===== src/rtl/ram_arb_pkg.sv =====
// Shared types and constants for the two-port RAM arbiter.
package ram_arb_pkg;

  typedef enum logic [1:0] {
    StIdle   = 2'd0,
    StAccess = 2'd1,
    StDone   = 2'd2
  } state_e;

  localparam logic PORT_A = 1'b0;
  localparam logic PORT_B = 1'b1;

  localparam int unsigned ARB_RR    = 0;
  localparam int unsigned ARB_FIXED = 1;

endpackage


===== src/rtl/ram_arbiter_if.sv =====
// Requester ports A/B, RAM-side control and status bundled for the arbiter.
interface ram_arbiter_if #(
  parameter int unsigned ADDR_W = 10,
  parameter int unsigned DATA_W = 32
);
  logic              a_req;
  logic              a_we;
  logic [ADDR_W-1:0] a_addr;
  logic [DATA_W-1:0] a_wdata;
  logic              a_ack;
  logic [DATA_W-1:0] a_rdata;

  logic              b_req;
  logic              b_we;
  logic [ADDR_W-1:0] b_addr;
  logic [DATA_W-1:0] b_wdata;
  logic              b_ack;
  logic [DATA_W-1:0] b_rdata;

  logic              ram_we;
  logic [ADDR_W-1:0] ram_addr;
  logic [DATA_W-1:0] ram_din;
  logic [DATA_W-1:0] ram_dout;
  logic              busy;

  // Arbiter side.
  modport slave (
    input  a_req, a_we, a_addr, a_wdata, b_req, b_we, b_addr, b_wdata, ram_dout,
    output a_ack, a_rdata, b_ack, b_rdata, ram_we, ram_addr, ram_din, busy
  );

  // Requesters plus RAM side.
  modport master (
    output a_req, a_we, a_addr, a_wdata, b_req, b_we, b_addr, b_wdata, ram_dout,
    input  a_ack, a_rdata, b_ack, b_rdata, ram_we, ram_addr, ram_din, busy
  );
endinterface


===== src/rtl/rr_arb2.sv =====
// Two-input winner select; fixed mode favours A, otherwise the port not granted last wins a tie.
module rr_arb2
  import ram_arb_pkg::*;
(
  input  logic req_a,
  input  logic req_b,
  input  logic last_grant,
  input  logic mode,
  output logic gnt,
  output logic valid
);

  always_comb begin
    valid = req_a | req_b;
    gnt   = PORT_A;
    if (req_a && req_b) begin
      gnt = mode ? PORT_A : ~last_grant;
    end else if (req_b) begin
      gnt = PORT_B;
    end
  end

endmodule


===== src/rtl/ram_arbiter.sv =====
// Arbitrates the single-port data RAM between fetch (A) and load/store (B); 3 cycles per access.
module ram_arbiter
  import ram_arb_pkg::*;
#(
  parameter int unsigned ADDR_W   = 10,
  parameter int unsigned DATA_W   = 32,
  parameter int unsigned ARB_MODE = ARB_RR
) (
  input logic          clk,
  input logic          rst,
  ram_arbiter_if.slave bus
);

  state_e            state_q, state_d;
  logic              sel_q, sel_d;
  logic              op_we_q, op_we_d;
  logic              last_grant_q, last_grant_d;
  logic              ram_we_q, ram_we_d;
  logic [ADDR_W-1:0] ram_addr_q, ram_addr_d;
  logic [DATA_W-1:0] ram_din_q, ram_din_d;

  logic arb_gnt, arb_valid;

  rr_arb2 u_rr_arb2 (
    .req_a      (bus.a_req),
    .req_b      (bus.b_req),
    .last_grant (last_grant_q),
    .mode       (ARB_MODE == ARB_FIXED),
    .gnt        (arb_gnt),
    .valid      (arb_valid)
  );

  always_comb begin
    state_d      = state_q;
    sel_d        = sel_q;
    op_we_d      = op_we_q;
    last_grant_d = last_grant_q;
    ram_we_d     = ram_we_q;
    ram_addr_d   = ram_addr_q;
    ram_din_d    = ram_din_q;
    unique case (state_q)
      StIdle: begin
        ram_we_d = 1'b0;
        if (arb_valid) begin
          sel_d        = arb_gnt;
          last_grant_d = arb_gnt;
          if (arb_gnt == PORT_A) begin
            ram_we_d   = bus.a_we;
            ram_addr_d = bus.a_addr;
            ram_din_d  = bus.a_wdata;
          end else begin
            ram_we_d   = bus.b_we;
            ram_addr_d = bus.b_addr;
            ram_din_d  = bus.b_wdata;
          end
          op_we_d = ram_we_d;
          state_d = StAccess;
        end
      end
      StAccess: begin
        ram_we_d = 1'b0;
        state_d  = StDone;
      end
      StDone:  state_d = StIdle;
      default: state_d = StIdle;
    endcase
  end

  always_ff @(posedge clk) begin
    if (rst) begin
      state_q      <= StIdle;
      sel_q        <= PORT_A;
      op_we_q      <= 1'b0;
      last_grant_q <= PORT_B;
      ram_we_q     <= 1'b0;
      ram_addr_q   <= '0;
      ram_din_q    <= '0;
    end else begin
      state_q      <= state_d;
      sel_q        <= sel_d;
      op_we_q      <= op_we_d;
      last_grant_q <= last_grant_d;
      ram_we_q     <= ram_we_d;
      ram_addr_q   <= ram_addr_d;
      ram_din_q    <= ram_din_d;
    end
  end

  // Read data comes straight from the RAM's held dout while DONE; writes return zero.
  always_comb begin
    bus.a_ack    = (state_q == StDone) && (sel_q == PORT_A);
    bus.b_ack    = (state_q == StDone) && (sel_q == PORT_B);
    bus.a_rdata  = (bus.a_ack && !op_we_q) ? bus.ram_dout : '0;
    bus.b_rdata  = (bus.b_ack && !op_we_q) ? bus.ram_dout : '0;
    bus.ram_we   = ram_we_q;
    bus.ram_addr = ram_addr_q;
    bus.ram_din  = ram_din_q;
    bus.busy     = (state_q != StIdle);
  end

endmodule

===== src/flat_wrapper.sv =====
// flat-port wrapper written by rule: the top's interface ports become plain ports
module ram_arbiter_flat import ram_arb_pkg::*;
#(
  parameter int unsigned ADDR_W   = 10,
  parameter int unsigned DATA_W   = 32,
  parameter int unsigned ARB_MODE = ARB_RR
)
  (clk, rst, bus_a_req, bus_a_we, bus_a_addr, bus_a_wdata, bus_b_req, bus_b_we, bus_b_addr, bus_b_wdata, bus_ram_dout, bus_a_ack, bus_a_rdata, bus_b_ack, bus_b_rdata, bus_ram_we, bus_ram_addr, bus_ram_din, bus_busy);
  ram_arbiter_if #(.ADDR_W(ADDR_W), .DATA_W(DATA_W)) bus_i ();
  input logic clk;
  input logic rst;
  input wire logic [$bits(bus_i.a_req)-1:0] bus_a_req;
  input wire logic [$bits(bus_i.a_we)-1:0] bus_a_we;
  input wire logic [$bits(bus_i.a_addr)-1:0] bus_a_addr;
  input wire logic [$bits(bus_i.a_wdata)-1:0] bus_a_wdata;
  input wire logic [$bits(bus_i.b_req)-1:0] bus_b_req;
  input wire logic [$bits(bus_i.b_we)-1:0] bus_b_we;
  input wire logic [$bits(bus_i.b_addr)-1:0] bus_b_addr;
  input wire logic [$bits(bus_i.b_wdata)-1:0] bus_b_wdata;
  input wire logic [$bits(bus_i.ram_dout)-1:0] bus_ram_dout;
  output wire logic [$bits(bus_i.a_ack)-1:0] bus_a_ack;
  output wire logic [$bits(bus_i.a_rdata)-1:0] bus_a_rdata;
  output wire logic [$bits(bus_i.b_ack)-1:0] bus_b_ack;
  output wire logic [$bits(bus_i.b_rdata)-1:0] bus_b_rdata;
  output wire logic [$bits(bus_i.ram_we)-1:0] bus_ram_we;
  output wire logic [$bits(bus_i.ram_addr)-1:0] bus_ram_addr;
  output wire logic [$bits(bus_i.ram_din)-1:0] bus_ram_din;
  output wire logic [$bits(bus_i.busy)-1:0] bus_busy;
  assign bus_i.a_req = bus_a_req;
  assign bus_i.a_we = bus_a_we;
  assign bus_i.a_addr = bus_a_addr;
  assign bus_i.a_wdata = bus_a_wdata;
  assign bus_i.b_req = bus_b_req;
  assign bus_i.b_we = bus_b_we;
  assign bus_i.b_addr = bus_b_addr;
  assign bus_i.b_wdata = bus_b_wdata;
  assign bus_i.ram_dout = bus_ram_dout;
  assign bus_a_ack = bus_i.a_ack;
  assign bus_a_rdata = bus_i.a_rdata;
  assign bus_b_ack = bus_i.b_ack;
  assign bus_b_rdata = bus_i.b_rdata;
  assign bus_ram_we = bus_i.ram_we;
  assign bus_ram_addr = bus_i.ram_addr;
  assign bus_ram_din = bus_i.ram_din;
  assign bus_busy = bus_i.busy;
  ram_arbiter #(.ADDR_W(ADDR_W), .DATA_W(DATA_W), .ARB_MODE(ARB_MODE)) u_core (.clk(clk), .rst(rst), .bus(bus_i));
endmodule

===== config.mk =====
export PLATFORM = sky130hd
export DESIGN_NAME = ram_arbiter_flat
export DESIGN_NICKNAME = d
export VERILOG_FILES = /design/src/rtl/ram_arb_pkg.sv /design/src/rtl/ram_arbiter_if.sv /design/src/rtl/rr_arb2.sv /design/src/rtl/ram_arbiter.sv /design/src/flat_wrapper.sv
export SDC_FILE = /design/constraint.sdc
export NUM_CORES = 1
export LEC_CHECK = 0
export CORE_AREA = 2 2 91 93
export DETAILED_ROUTE_END_ITERATION = 8
export DIE_AREA = 0 0 93 95
export GPL_TIMING_DRIVEN = 1
export MAX_ROUTING_LAYER = met4
export PLACE_DENSITY = 0.85
export SYNTH_ARGS = -nofsm -noshare
export SYNTH_HDL_FRONTEND = slang
export SYNTH_SLANG_ARGS = --single-unit

===== constraint.sdc =====
create_clock -name clk -period 2.85 [get_ports clk]
set_input_delay 0.285 -clock clk [delete_from_list [all_inputs] [get_ports clk]]
set_output_delay 0.285 -clock clk [all_outputs]
set_load 0.01 [all_outputs]

Word level (Yosys, flattened, before mapping)
Index checks and enable logic that the tools add are counted.
- latch bits: 0
- memories: 0
- input bits: 122
- bits in read-only memories: 0
- flip-flop bits (word level): 48
- word-level logic and storage cells: 34
- bits in writable memories: 0
- reduce and logical (&&, ||, !) cells: 10
- multiply operators: 0
- order comparisons: 0
- bitwise gates (word level): 3
- equal/unequal tests: 3
- shift operators: 0
- div/mod/pow operators: 0
- mux-type cells: 11
- add/sub/neg operators: 0
- operator list (cell ; number):
    2-to-1 mux 32 bit ; 3
    2-to-1 mux 10 bit ; 1
    logical AND 1 bit ; 5
    2-to-1 mux 1 bit ; 4
    one-hot mux 2 bit (2 select lines) ; 1
    nonzero test 2 bit ; 2
    == test 2 x 1 -> 1 bit, second input constant ; 1
    == test 2 bit, second input constant ; 1
    logical NOT 2 bit ; 1
    2-to-1 mux 2 bit ; 1
    inequality test 2 x 1 -> 1 bit, second input constant ; 1
    inverter 1 bit ; 2
    one-hot mux 1 bit (2 select lines) ; 1
    AND reduction 2 bit ; 1
    logical NOT 1 bit ; 1
    OR 1 bit ; 1

Depth between registers and ports, before layout
Gate-level depths: netlist of run 1.
- depth in word-level cells: 5
- mapped depth: 5
- depth with buffers taken out: 4

Modules after synthesis
Synthesis of run 1 repeated with hierarchy kept, for this count alone.
- cell total of the unflattened synthesis: 240
- area, all modules: 2695.1 µm²
- modules (own cells, without submodules) (module ; instances ; cells each ; area an instance (µm²)):
    ram_arbiter ; 1 ; 237 ; 2677.6
    rr_arb2 ; 1 ; 3 ; 17.5

Worst setup path after synthesis of run 1
OpenSTA, ideal clock, no wires.
- path kind: register to output
- start: reg u_core.state_q[1]
- end: out bus_a_rdata[0]
- data arrival time: 1203 ps
- slack: 1362 ps
- cell stages (with the launch flop): 5
- cells stage by stage: dfxtp_1 > nor3b_2 > and2b_1 > clkbuf_2 > and2_1
- cells in the longest elaborated chain, start to end: 4
- RTL lines (element ; line ; RTL):
    start: declaration ; ram_arbiter.sv:14 ; state_e state_q, state_d;
    start signal: assignment ; ram_arbiter.sv:71 ; state_q <= StIdle;
    start signal: assignment ; ram_arbiter.sv:79 ; state_q <= state_d;
    == test 2 bit ; ram_arbiter.sv:91 ; bus.a_ack = (state_q == StDone) && (sel_q == PORT_A);
    logical AND 1 bit ; ram_arbiter.sv:91 ;
    named net bus_a_ack ; flat_wrapper.sv:21 ; output wire logic [$bits(bus_i.a_ack)-1:0] bus_a_ack;
    logical AND 1 bit ; ram_arbiter.sv:93 ; bus.a_rdata = (bus.a_ack && !op_we_q) ? bus.ram_dout : '0;
    2-to-1 mux 32 bit ; ram_arbiter.sv:93 ;
    end: declaration ; flat_wrapper.sv:22 ; output wire logic [$bits(bus_i.a_rdata)-1:0] bus_a_rdata;
The timed path passes the listed nets, and every way through them passes these cells.

Worst setup path in the final report of run 1
- start: reg u_core.state_q[1]
- end: out bus_a_rdata[10]
- cells in the longest elaborated chain, start to end: 4
- RTL lines (element ; line):
    == test 2 bit ; ram_arbiter.sv:91
    logical AND 1 bit ; ram_arbiter.sv:91
    logical AND 1 bit ; ram_arbiter.sv:93
    2-to-1 mux 32 bit ; ram_arbiter.sv:93
Every way passes these cells.

==> key figures, run 1 <==
Global route
  • First-pass GRT wire length: 16400 um
  • Initial antenna violation count: 1
  • GRT Total Usage: 0.244
  • Global route total overflow: 0
  • Vias in the first global route: 3055
  • Largest net degree at the start of global routing: 49

Hold path
  • Hold/Removal Path Class: reg -> reg

Routing
  • Total routed wirelength: 11300 um
  • Vias per cell: 4.99
  • Via count: 3292
  • WL met1: 4990 um
  • Max Used Layer: met4
  • Iter 0 DRT Violations: 183
  • DR WL/cell: 17.1 um
  • Drt drc: 0
  • Detail Route met2 WL: 5440 um
  • First-pass iteration count of the detailed router: 4
  • DR WL met3: 657 um
  • Final ANT Viol Nets: 0

Clocking
  • Hold-fix buffers, CTS: 0
  • Setup bufs post-CTS: 0
  • Cts bufs inserted: 5
  • Root Buffer: clkbuf_8
  • Post-CTS Resized: 0
  • Worst-path clk slew: 0.08 ns
  • Max Root-Sink Buffers: 2
  • Worst-skew pair later-pin latency: 0.29 ns
  • CTS HTree Levels: 2
  • TritonCTS clock tree: built
  • CTS Sinks: 48

STA
  • Crit path time final: 2.38 ns
  • Final slew viol count: 0
  • Fin crit share: 0.835
  • Setup TNS: 0 ns
  • RSZ-0062 raised after global routing: false
  • F_max: 0.420 GHz
  • Final setup violation count: 0
  • Worst hold margin: 0.515 ns
  • Final hold viol count: 0
  • Setup ws final: 0.471 ns
  • Worst Max-Slew Pin Slew: 0.950 ns
  • Relative max-transition margin: 0.367
  • Skew final: 0.00366 ns

Die
  • Die area: 8840 um2
  • Die Y: 95 um
  • Initial Util: 0.338
  • Core area: 7930 um2
  • Site Rows: 33
  • I/O pins: 232
  • Die W: 93 um

Synth
  • Synth Cell Area: 2680 um2
  • Synth warn: 0
  • Post-Syn Instances: 339
  • Net count after synthesis: 461
  • Seq/Total Area, Yosys: 0.359
  • Synth unique cells: 26
  • #FFs+latches synth: 48
  • Syn Area/Cell: 7.91 um2

Setup path
  • CP Class: reg -> out
  • Slowest cell on crit path: clkdlybuf4s50_1
  • Largest stage delay, worst path: 0.56 ns
  • Crit end category: primary output
  • Data required, critical path: 2.57 ns
  • Worst EP arrival: 2.09 ns
  • CP Launch Type: flip-flop
  • CP Max Fanout: 32
  • CP Cell Sequence: nor3b_2 > and2b_1 > buf_4 > and2_1 > clkdlybuf4s50_1

Cells and area
  • Area Growth Syn to Fin: 89.5%
  • # fillers: 688
  • Design area: 5080 um2
  • Fraction of layout cells with a size suffix above 1: 0.0470
  • Net count, final: 675

Placed design
  • GP Congestion: 0.830
  • Dpl hpwl: 8440 um
  • I/O Buffers: 231
  • Placed Area: 5000 um2
  • Dpl ws: 0.723 ns

Flow run
  • Max-cap violations: 0

Run status
  • Status: complete, no violations

Pwr
  • Clk pwr share: 0.204
  • Sequential Power Share: 0.421
  • Psw: 571 uW
  • Power density cells: 372 nW/um2
  • Cell Int Power: 1.32 mW
  • Pleak: 1.92 nW
  • Switch share: 0.302
  • Combinational power share: 0.375
  • VDD IR max: 0.000235 V
==> registers in the layout (all words and copies together), names as in the netlist <==
register	count
u_core.bus.ram_we	1
u_core.state_q	2
u_core.bus.ram_din	32
u_core.last_grant_q	1
u_core.sel_q	1
u_core.op_we_q	1
u_core.bus.ram_addr	10
==> metal layers <==
| layer | up-vias | GRT usage |
|---|---|---|
| li1 | 1611 | - |
| met1 | 1534 | 0.323 |
| met2 | 129 | 0.390 |
| met3 | 18 | 0.0455 |
| met4 | 0 | 0.0551 |
| met5 | - | - |
==> layout by cell type (no fill, tap or decap), drive strengths merged <==
cell and instances:
clkdlybuf4s50 230, nand2 88, and2 64, dfxtp 48
a21oi 44, a311oi 43, buf 10, clkbuf 6
nor2 4, diode 2, and2b 2, o21ai 2
nor3b 2, a21boi 2, and3b 1, inv 1
a21bo 1, or2 1, a221oi 1, nand3 1
nand3b 1, clkinv 1
==> worst paths after layout <==
path / cells past startpoint / startpoint / slack [ns] / end
max: 5 / u_core.state_q[1] / 0.47 / bus_a_rdata[10]
min: 2 / u_core.sel_q / 0.51 / u_core.sel_q
max reg2reg: 4 / u_core.last_grant_q / 1.19 / u_core.bus.ram_addr[3]
min reg2reg: 2 / u_core.sel_q / 0.51 / u_core.sel_q
==> cells in the mapped netlist (all sizes together) <==
library cell  number  share of area
and2b              2         0.0056
a21bo              1         0.0037
nand3b             1         0.0028
nor3b              2         0.0075
dfxtp             48           0.36
a21oi             44          0.082
nor2               4          0.011
a21boi             2         0.0098
and2              64           0.15
a221oi             1         0.0033
or2                1         0.0023
o21ai              2         0.0037
buf               22          0.062
nand3              1         0.0019
clkbuf            11          0.018
and3b              1         0.0033
nand2             88           0.12
inv                1         0.0014
a311oi            43           0.15
==> power groups by stage <==
| stage | sequential, mW | combinational [mW] | clock, mW |
|---|---|---|---|
| after floorplan | 0.838 | 0.269 | 0 |
| after global placement | 0.806 | 0.690 | 0 |
| after detailed placement | 0.809 | 0.706 | 0 |
| after CTS | 0.794 | 0.709 | 0.393 |
| after global routing | 0.803 | 0.757 | 0.429 |
| final | 0.795 | 0.709 | 0.386 |
==> worst max-delay path: cells and delay by family, from the launching register on <==
family,cells,cell delay [ns]
buffers and inverters,2,0.81
AND/OR/NAND/NOR,3,0.55
flip-flops,1,0.44
==> stage by stage <==
step / util / total power [mW] / cells
2_1_floorplan: - / 1.11 / 339
3_3_place_gp: 0.630 / 1.50 / 651
3_5_place_dp: 0.630 / 1.51 / 651
4_1_cts: 0.640 / 1.90 / 658
5_1_grt: 0.640 / 1.99 / 658
6_report: 0.641 / 1.89 / 660
==> cell families after synthesis <==
family,Yosys count,share of synthesized area
AOI/OAI and AO/OA,93,0.253
buffers and inverters,34,0.0817
DFF,48,0.359
and+or+nand+nor,164,0.307
==> layout make-up <==
cell class              instances  area, um2  share of cell area
repair buffers                240       2400               0.473
multi-input cells             257       1500               0.295
flip-flops and latches         48        961               0.189
well taps                     105        131              0.0259
clock buffers                   6       72.6              0.0143
clock inverters                 1       5.00            0.000985
diodes                          2       5.00            0.000985
inverters                       1       3.75            0.000739
(Power assumes the default switching activity.)
==> run 2: changes to the inputs <==
--- a/config.mk
+++ b/config.mk
@@ -5,12 +5,12 @@
 export SDC_FILE = /design/constraint.sdc
 export NUM_CORES = 1
 export LEC_CHECK = 0
-export CORE_AREA = 2 2 91 93
+export CORE_AREA = 2 2 95 97
 export DETAILED_ROUTE_END_ITERATION = 8
-export DIE_AREA = 0 0 93 95
+export DIE_AREA = 0 0 97 99
 export GPL_TIMING_DRIVEN = 1
 export MAX_ROUTING_LAYER = met4
-export PLACE_DENSITY = 0.85
+export PLACE_DENSITY = 0.79
 export SYNTH_ARGS = -nofsm -noshare
 export SYNTH_HDL_FRONTEND = slang
 export SYNTH_SLANG_ARGS = --single-unit
==> constraint.sdc (replaced) <==
create_clock -name clk -period 2.4 [get_ports clk]
set_input_delay 0.24 -clock clk [delete_from_list [all_inputs] [get_ports clk]]
set_output_delay 0.24 -clock clk [all_outputs]
set_load 0.01 [all_outputs]
==> key figures, run 2 (synthesis gave the netlist of run 1 again) <==
Run status
  • Status: complete, no violations (unchanged)

Cells and area
  • Net count, final: 677 (was 675)
  • Most frequent cells in the layout: 230 x clkdlybuf4s50_1, 88 x nand2_1, 64 x and2_1, 47 x dfxtp_1, 44 x a21oi_1 (was 230 x clkdlybuf4s50_1, 88 x nand2_1, 64 x and2_1, 48 x dfxtp_1, 44 x a21oi_1)
  • Fraction of layout cells with a size suffix above 1: 0.0541 (was 0.0470)
  • Area Growth Syn to Fin: 90.8% (was 89.5%)
  • Commonest non-fill, non-tap cell in the layout: clkdlybuf4s50_1 (unchanged)
  • Diodes inserted: 0 (was 2)
  • Reg area: 962 um2 (was 961 um2)
  • # fillers: 787 (was 688)
  • Largest register FFs: 32 (unchanged)
  • Area taken by multi-input logic gates: 1500 um2 (unchanged)

Global route
  • Vias in the first global route: 3094 (was 3055)
  • Met3 GRT Util: 0.0319 (was 0.0455)
  • GR Layer Usage met2: 0.378 (was 0.390)
  • GRT busiest layer: met2 (unchanged)
  • Global route total overflow: 0 (unchanged)
  • Largest net degree at the start of global routing: 49 (unchanged)
  • GRT Total Usage: 0.206 (was 0.244)
  • GRT met1 Usage: 0.224 (was 0.323)
  • Initial antenna violation count: 0 (was 1)
  • First-pass GRT wire length: 15700 um (was 16400 um)

Routing
  • Vias per cell: 4.92 (was 4.99)
  • Via count: 3262 (was 3292)
  • Drt drc: 0 (unchanged)
  • First-pass iteration count of the detailed router: 4 (unchanged)
  • Final ANT Viol Nets: 0 (unchanged)
  • DR WL/cell: 15.4 um (was 17.1 um)
  • Total routed wirelength: 10200 um (was 11300 um)
  • Iter 0 DRT Violations: 126 (was 183)

Pwr
  • VDD IR max: 0.000312 V (was 0.000235 V)
  • Pleak: 1.94 nW (was 1.92 nW)
  • Total chip power: 2.29 mW (was 1.89 mW)
  • Power density cells: 449 nW/um2 (was 372 nW/um2)

Flow run
  • Max-cap violations: 0 (unchanged)

Setup path
  • Data required, critical path: 2.16 ns (was 2.57 ns)
  • CP Launch Type: flip-flop (unchanged)
  • Crit end category: primary output (unchanged)
  • CP Class: reg -> out (unchanged)
  • Worst EP arrival: 2.00 ns (was 2.09 ns)
  • CP Max Fanout: 32 (unchanged)

Placed design
  • Dpl hpwl: 7940 um (was 8440 um)
  • GP Congestion: 0.935 (was 0.830)
  • I/O Buffers: 231 (unchanged)

Hold path
  • Hold/Removal Path Class: reg -> reg (unchanged)

Die
  • Die area: 9600 um2 (was 8840 um2)
  • I/O pins: 232 (unchanged)
  • Initial Util: 0.313 (was 0.338)
  • Die W: 97 um (was 93 um)
  • Core area: 8550 um2 (was 7930 um2)
  • Die Y: 99 um (was 95 um)
  • Site Rows: 34 (was 33)

STA
  • Final hold viol count: 0 (unchanged)
  • Crit path time final: 2.24 ns
  • Fin crit share: 0.931
  • F_max: 0.447 GHz
  • Skew final: 0.00546 ns (was 0.00366 ns)
  • Worst Max-Slew Pin Slew: 0.919 ns (was 0.950 ns)
  • Final setup violation count: 0 (unchanged)
  • Final slew viol count: 0 (unchanged)
  • Setup TNS: 0 ns (unchanged)
  • Relative max-transition margin: 0.387 (was 0.367)
  • RSZ-0062 raised after global routing: false (unchanged)

Clocking
  • Cts bufs inserted: 5 (unchanged)
  • CTS HTree Levels: 2 (unchanged)
  • CTS Sinks: 48 (unchanged)
  • Worst-path clk slew: 0.08 ns (about the same)
  • Max Root-Sink Buffers: 2 (unchanged)
  • Hold-fix buffers, CTS: 0 (unchanged)
  • Worst-skew pair later-pin latency: 0.30 ns (was 0.29 ns)
  • Root Buffer: clkbuf_8 (unchanged)
  • TritonCTS clock tree: built (unchanged)
[run 2: cell count changes in the layout (fill, tap and decap cells not counted)]
cell / change
clkbuf_1: -1
clkinv_2: -1
diode_2: -2
dfxtp_2: +1
dfxtp_1: -1
buf_4: +2
clkbuf_8: +2
[run 2: path summary, 6_finish.rpt]
path	startpoint	end	slack, ns	depth (start not counted)
max	u_core.state_q[0]	bus_b_rdata[24]	0.16	5
min	u_core.state_q[1]	u_core.state_q[1]	0.49	1
max reg2reg	u_core.last_grant_q	u_core.bus.ram_addr[6]	0.89	4
min reg2reg	u_core.state_q[1]	u_core.state_q[1]	0.49	1
[run 2: layer usage]
metal / vias up / wire [um]
met5: - / 0
met4: 0 / 356
met3: 24 / 567
met1: 1469 / 3950
met2: 158 / 5320
li1: 1611 / -
[run 2: per-stage QoR]
stage,utilization,setup WS (ns),hold slack (ns),std cells,instance area (um2)
final,0.598,0.165,0.487,663,5110
after global routing,0.598,0.0513,0.509,663,5110
after CTS,0.598,0.0852,0.502,663,5110
after detailed placement,0.586,0.417,0.512,656,5010
after global placement,0.586,0.501,0.503,656,5010
after floorplan,-,0.957,0.400,339,2680
[run 2: power breakdown]
| part | total [mW] | leakage [nW] | switching, mW | internal [mW] |
|---|---|---|---|---|
| combinational | 0.835 | 1.49 | 0.355 | 0.480 |
| clock | 0.518 | 0.0503 | 0.261 | 0.257 |
| sequential | 0.940 | 0.399 | 0.0508 | 0.889 |
| total | 2.29 | 1.94 | 0.667 | 1.63 |
[run 2: area by class of cell]
cell class                 instances  area share
clock buffer                       7      0.0188
tap                              108      0.0264
inverter                           1    0.000734
timing repair buffer             242       0.472
multi-input combinational        257       0.293
sequential                        48       0.188
[run 2: timing repair]
action / in CTS / in global routing
setup buffers: 0 / 0
setup endpoints to repair: 0 / 24
resized for setup: 0 / 1
[run 2: worst max-delay path: stages, from the launching register on]
cell and delay (ns):
dfxtp_1 0.36, and3b_1 0.25, and2b_1 0.13, buf_4 0.24
and2_1 0.17, clkdlybuf4s50_1 0.55
==> run 3: changes to the inputs <==
--- a/config.mk
+++ b/config.mk
@@ -5,12 +5,14 @@
 export SDC_FILE = /design/constraint.sdc
 export NUM_CORES = 1
 export LEC_CHECK = 0
-export CORE_AREA = 2 2 95 97
+export CELL_PAD_IN_SITES_DETAIL_PLACEMENT = 1
+export CELL_PAD_IN_SITES_GLOBAL_PLACEMENT = 2
+export CORE_AREA = 2 2 137 139
 export DETAILED_ROUTE_END_ITERATION = 8
-export DIE_AREA = 0 0 97 99
+export DIE_AREA = 0 0 139 141
 export GPL_TIMING_DRIVEN = 1
 export MAX_ROUTING_LAYER = met4
-export PLACE_DENSITY = 0.79
+export PLACE_DENSITY = 0.77
 export SYNTH_ARGS = -nofsm -noshare
 export SYNTH_HDL_FRONTEND = slang
 export SYNTH_SLANG_ARGS = --single-unit
==> key figures, run 3 (synthesis gave the netlist of run 1 again) <==
Routing
  • Vias per cell: 4.26 (was 4.92)
  • First-pass iteration count of the detailed router: 4 (unchanged)
  • Total routed wirelength: 13200 um (was 10200 um)
  • Via count: 3364 (was 3262)
  • Iter 0 DRT Violations: 93 (was 126)
  • Drt drc: 0 (unchanged)
  • DR WL/cell: 16.7 um (was 15.4 um)
  • Final ANT Viol Nets: 0 (unchanged)

Global route
  • First-pass GRT wire length: 20100 um (was 15700 um)
  • GR Layer Usage met2: 0.227 (was 0.378)
  • Met3 GRT Util: 0.0333 (was 0.0319)
  • Vias in the first global route: 3664 (was 3094)
  • GRT busiest layer: met2 (unchanged)
  • GRT met1 Usage: 0.158 (was 0.224)
  • Global route total overflow: 0 (unchanged)
  • Initial antenna violation count: 1 (was 0)
  • GRT Total Usage: 0.132 (was 0.206)
  • Largest net degree at the start of global routing: 49 (unchanged)

Clocking
  • Worst-path clk slew: 0.07 ns (was 0.08 ns)
  • TritonCTS clock tree: built (unchanged)
  • Root Buffer: clkbuf_16 (was clkbuf_8)
  • Setup bufs post-CTS: 0 (unchanged)
  • Hold-fix buffers, CTS: 0 (unchanged)
  • CTS HTree Levels: 2 (unchanged)
  • Worst-skew pair later-pin latency: 0.29 ns (was 0.30 ns)
  • Cts bufs inserted: 5 (unchanged)
  • CTS Sinks: 48 (unchanged)
  • Max Root-Sink Buffers: 2 (unchanged)

Placed design
  • Dpl hpwl: 10400 um (was 7940 um)
  • I/O Buffers: 231 (unchanged)
  • Dpl ws: 0.108 ns (was 0.417 ns)
  • GP Congestion: 0.877 (was 0.935)

Pwr
  • Pleak: 1.94 nW (about the same)
  • Cell Int Power: 1.78 mW (was 1.63 mW)
  • VDD IR max: 0.000255 V (was 0.000312 V)
  • Switch share: 0.298 (was 0.291)
  • Power density cells: 476 nW/um2 (was 449 nW/um2)
  • Psw: 755 uW (was 667 uW)
  • Combinational power share: 0.331 (was 0.364)
  • Sequential Power Share: 0.375 (was 0.410)
  • Total chip power: 2.53 mW (was 2.29 mW)
  • Clk pwr share: 0.294 (was 0.226)

Setup path
  • FF-to-FF Start: u_core.state_q[0] (was u_core.last_grant_q)
  • Worst EP arrival: 2.00 ns (about the same)
  • CP startpoint: u_core.state_q[0] (unchanged)
  • Crit end category: primary output (unchanged)
  • Critical Path Sink: bus_b_rdata[3] (was bus_b_rdata[24])
  • CP Class: reg -> out (unchanged)
  • Reg-to-reg endpoint: u_core.bus.ram_addr[9] (was u_core.bus.ram_addr[6])
  • Data required, critical path: 2.16 ns (about the same)
  • R2R depth: 4 (unchanged)
  • CP Launch Type: flip-flop (unchanged)
  • R2R Setup Slk: 0.54 ns (was 0.89 ns)
  • CP Max Fanout: 32 (unchanged)

STA
  • Fin crit share: 0.934 (was 0.931)
  • Setup ws final: 0.157 ns (was 0.165 ns)
  • Relative max-transition margin: 0.249 (was 0.387)
  • RSZ-0062 raised after global routing: false (unchanged)
  • Skew final: 0.00539 ns (was 0.00546 ns)
  • F_max: 0.446 GHz (was 0.447 GHz)
  • Setup TNS: 0 ns (unchanged)
  • Worst hold margin: 0.487 ns (about the same)
  • Worst Max-Slew Pin Slew: 1.12 ns (was 0.919 ns)
  • Final setup violation count: 0 (unchanged)
  • Final hold viol count: 0 (unchanged)
  • Crit path time final: 2.24 ns (about the same)
  • Final slew viol count: 0 (unchanged)

Cells and area
  • Commonest non-fill, non-tap cell in the layout: clkdlybuf4s50_1 (unchanged)
  • # fillers: 2155 (was 787)
  • Most frequent cells in the layout: 230 x clkdlybuf4s50_1, 88 x nand2_1, 64 x and2_1, 47 x dfxtp_1, 44 x a21oi_1 (unchanged)
  • Area Growth Syn to Fin: 98.5% (was 90.8%)
  • Largest register FFs: 32 (unchanged)
  • Net count, final: 675 (was 677)
  • Fraction of layout cells with a size suffix above 1: 0.0542 (was 0.0541)
  • Core Util, Final: 0.291 (was 0.598)

Die
  • Die Y: 141 um (was 99 um)
  • Core area: 18300 um2 (was 8550 um2)
  • Die area: 19600 um2 (was 9600 um2)
  • Site Rows: 50 (was 34)
  • Initial Util: 0.147 (was 0.313)
  • Die W: 139 um (was 97 um)
  • I/O pins: 232 (unchanged)

Hold path
  • Hold/Removal Path Class: reg -> reg (unchanged)

Run status
  • Status: complete, no violations (unchanged)

Flow run
  • Max-cap violations: 0 (unchanged)
## run 3: changes by cell type in the layout (fill, tap and decap cells not counted), moves of 2 or more
cell,before,now
buf_6,0,2
clkbuf_8,7,1
buf_4,9,6
clkbuf_16,0,5
diode_2,0,2
clkinvlp_4,0,2
## run 3: critical path, stage by stage (launching register included)
cell and delay, ns:
dfxtp_1 0.37, and3b_1 0.28, and2b_1 0.15, buf_6 0.20, and2_1 0.17, clkdlybuf4s50_1 0.54
## run 3: metrics by stage
step           instances  area [um2]
2_1_floorplan        339        2680
3_3_place_gp         780        5140
6_report             790        5320
4_1_cts              788        5300
3_5_place_dp         780        5140
5_1_grt              789        5320
## run 3: power by group through the flow
stage | sequential [mW] | combinational (mW) | clock [mW]
6_report | 0.950 | 0.839 | 0.744
2_1_floorplan | 0.995 | 0.319 | 0
5_1_grt | 0.961 | 0.913 | 0.803
3_3_place_gp | 0.963 | 0.838 | 0
4_1_cts | 0.950 | 0.857 | 0.777
3_5_place_dp | 0.967 | 0.853 | 0
## run 3: worst min path at each step
stage | from | end | slack [ns] | depth (start not counted)
2_1_floorplan | bus_a_wdata[10] | u_core.bus.ram_din[10] | 0.40 | 2
3_3_place_gp | u_core.bus.ram_we | u_core.bus.ram_we | 0.50 | 2
3_5_place_dp | u_core.sel_q | u_core.sel_q | 0.52 | 2
4_1_cts | bus_a_wdata[15] | u_core.bus.ram_din[15] | 0.51 | 3
5_1_grt | u_core.state_q[1] | u_core.state_q[1] | 0.51 | 1
6_report | u_core.state_q[1] | u_core.state_q[1] | 0.49 | 1
## run 3: what timing repair did
action                     CTS  global route
setup endpoints to repair    1            46
gates resized for setup      1             3
pin swaps                    0             0
## run 3: area by class of cell
cell class,count,area (um2),share of cell area
well taps,234,293,0.0550
multi-input cells,257,1510,0.283
clock buffers,6,139,0.0261
repair buffers,240,2390,0.450
clock inverters,2,15.0,0.00282
diodes,2,5.00,0.000941
inverters,1,3.75,0.000706
flip-flops and latches,48,962,0.181
## run 3: per-layer routing
metal / vias up / wire length [um]
met4: 0 / 110
met5: - / 0
li1: 1609 / -
met2: 177 / 6180
met1: 1571 / 5860
met3: 7 / 1030
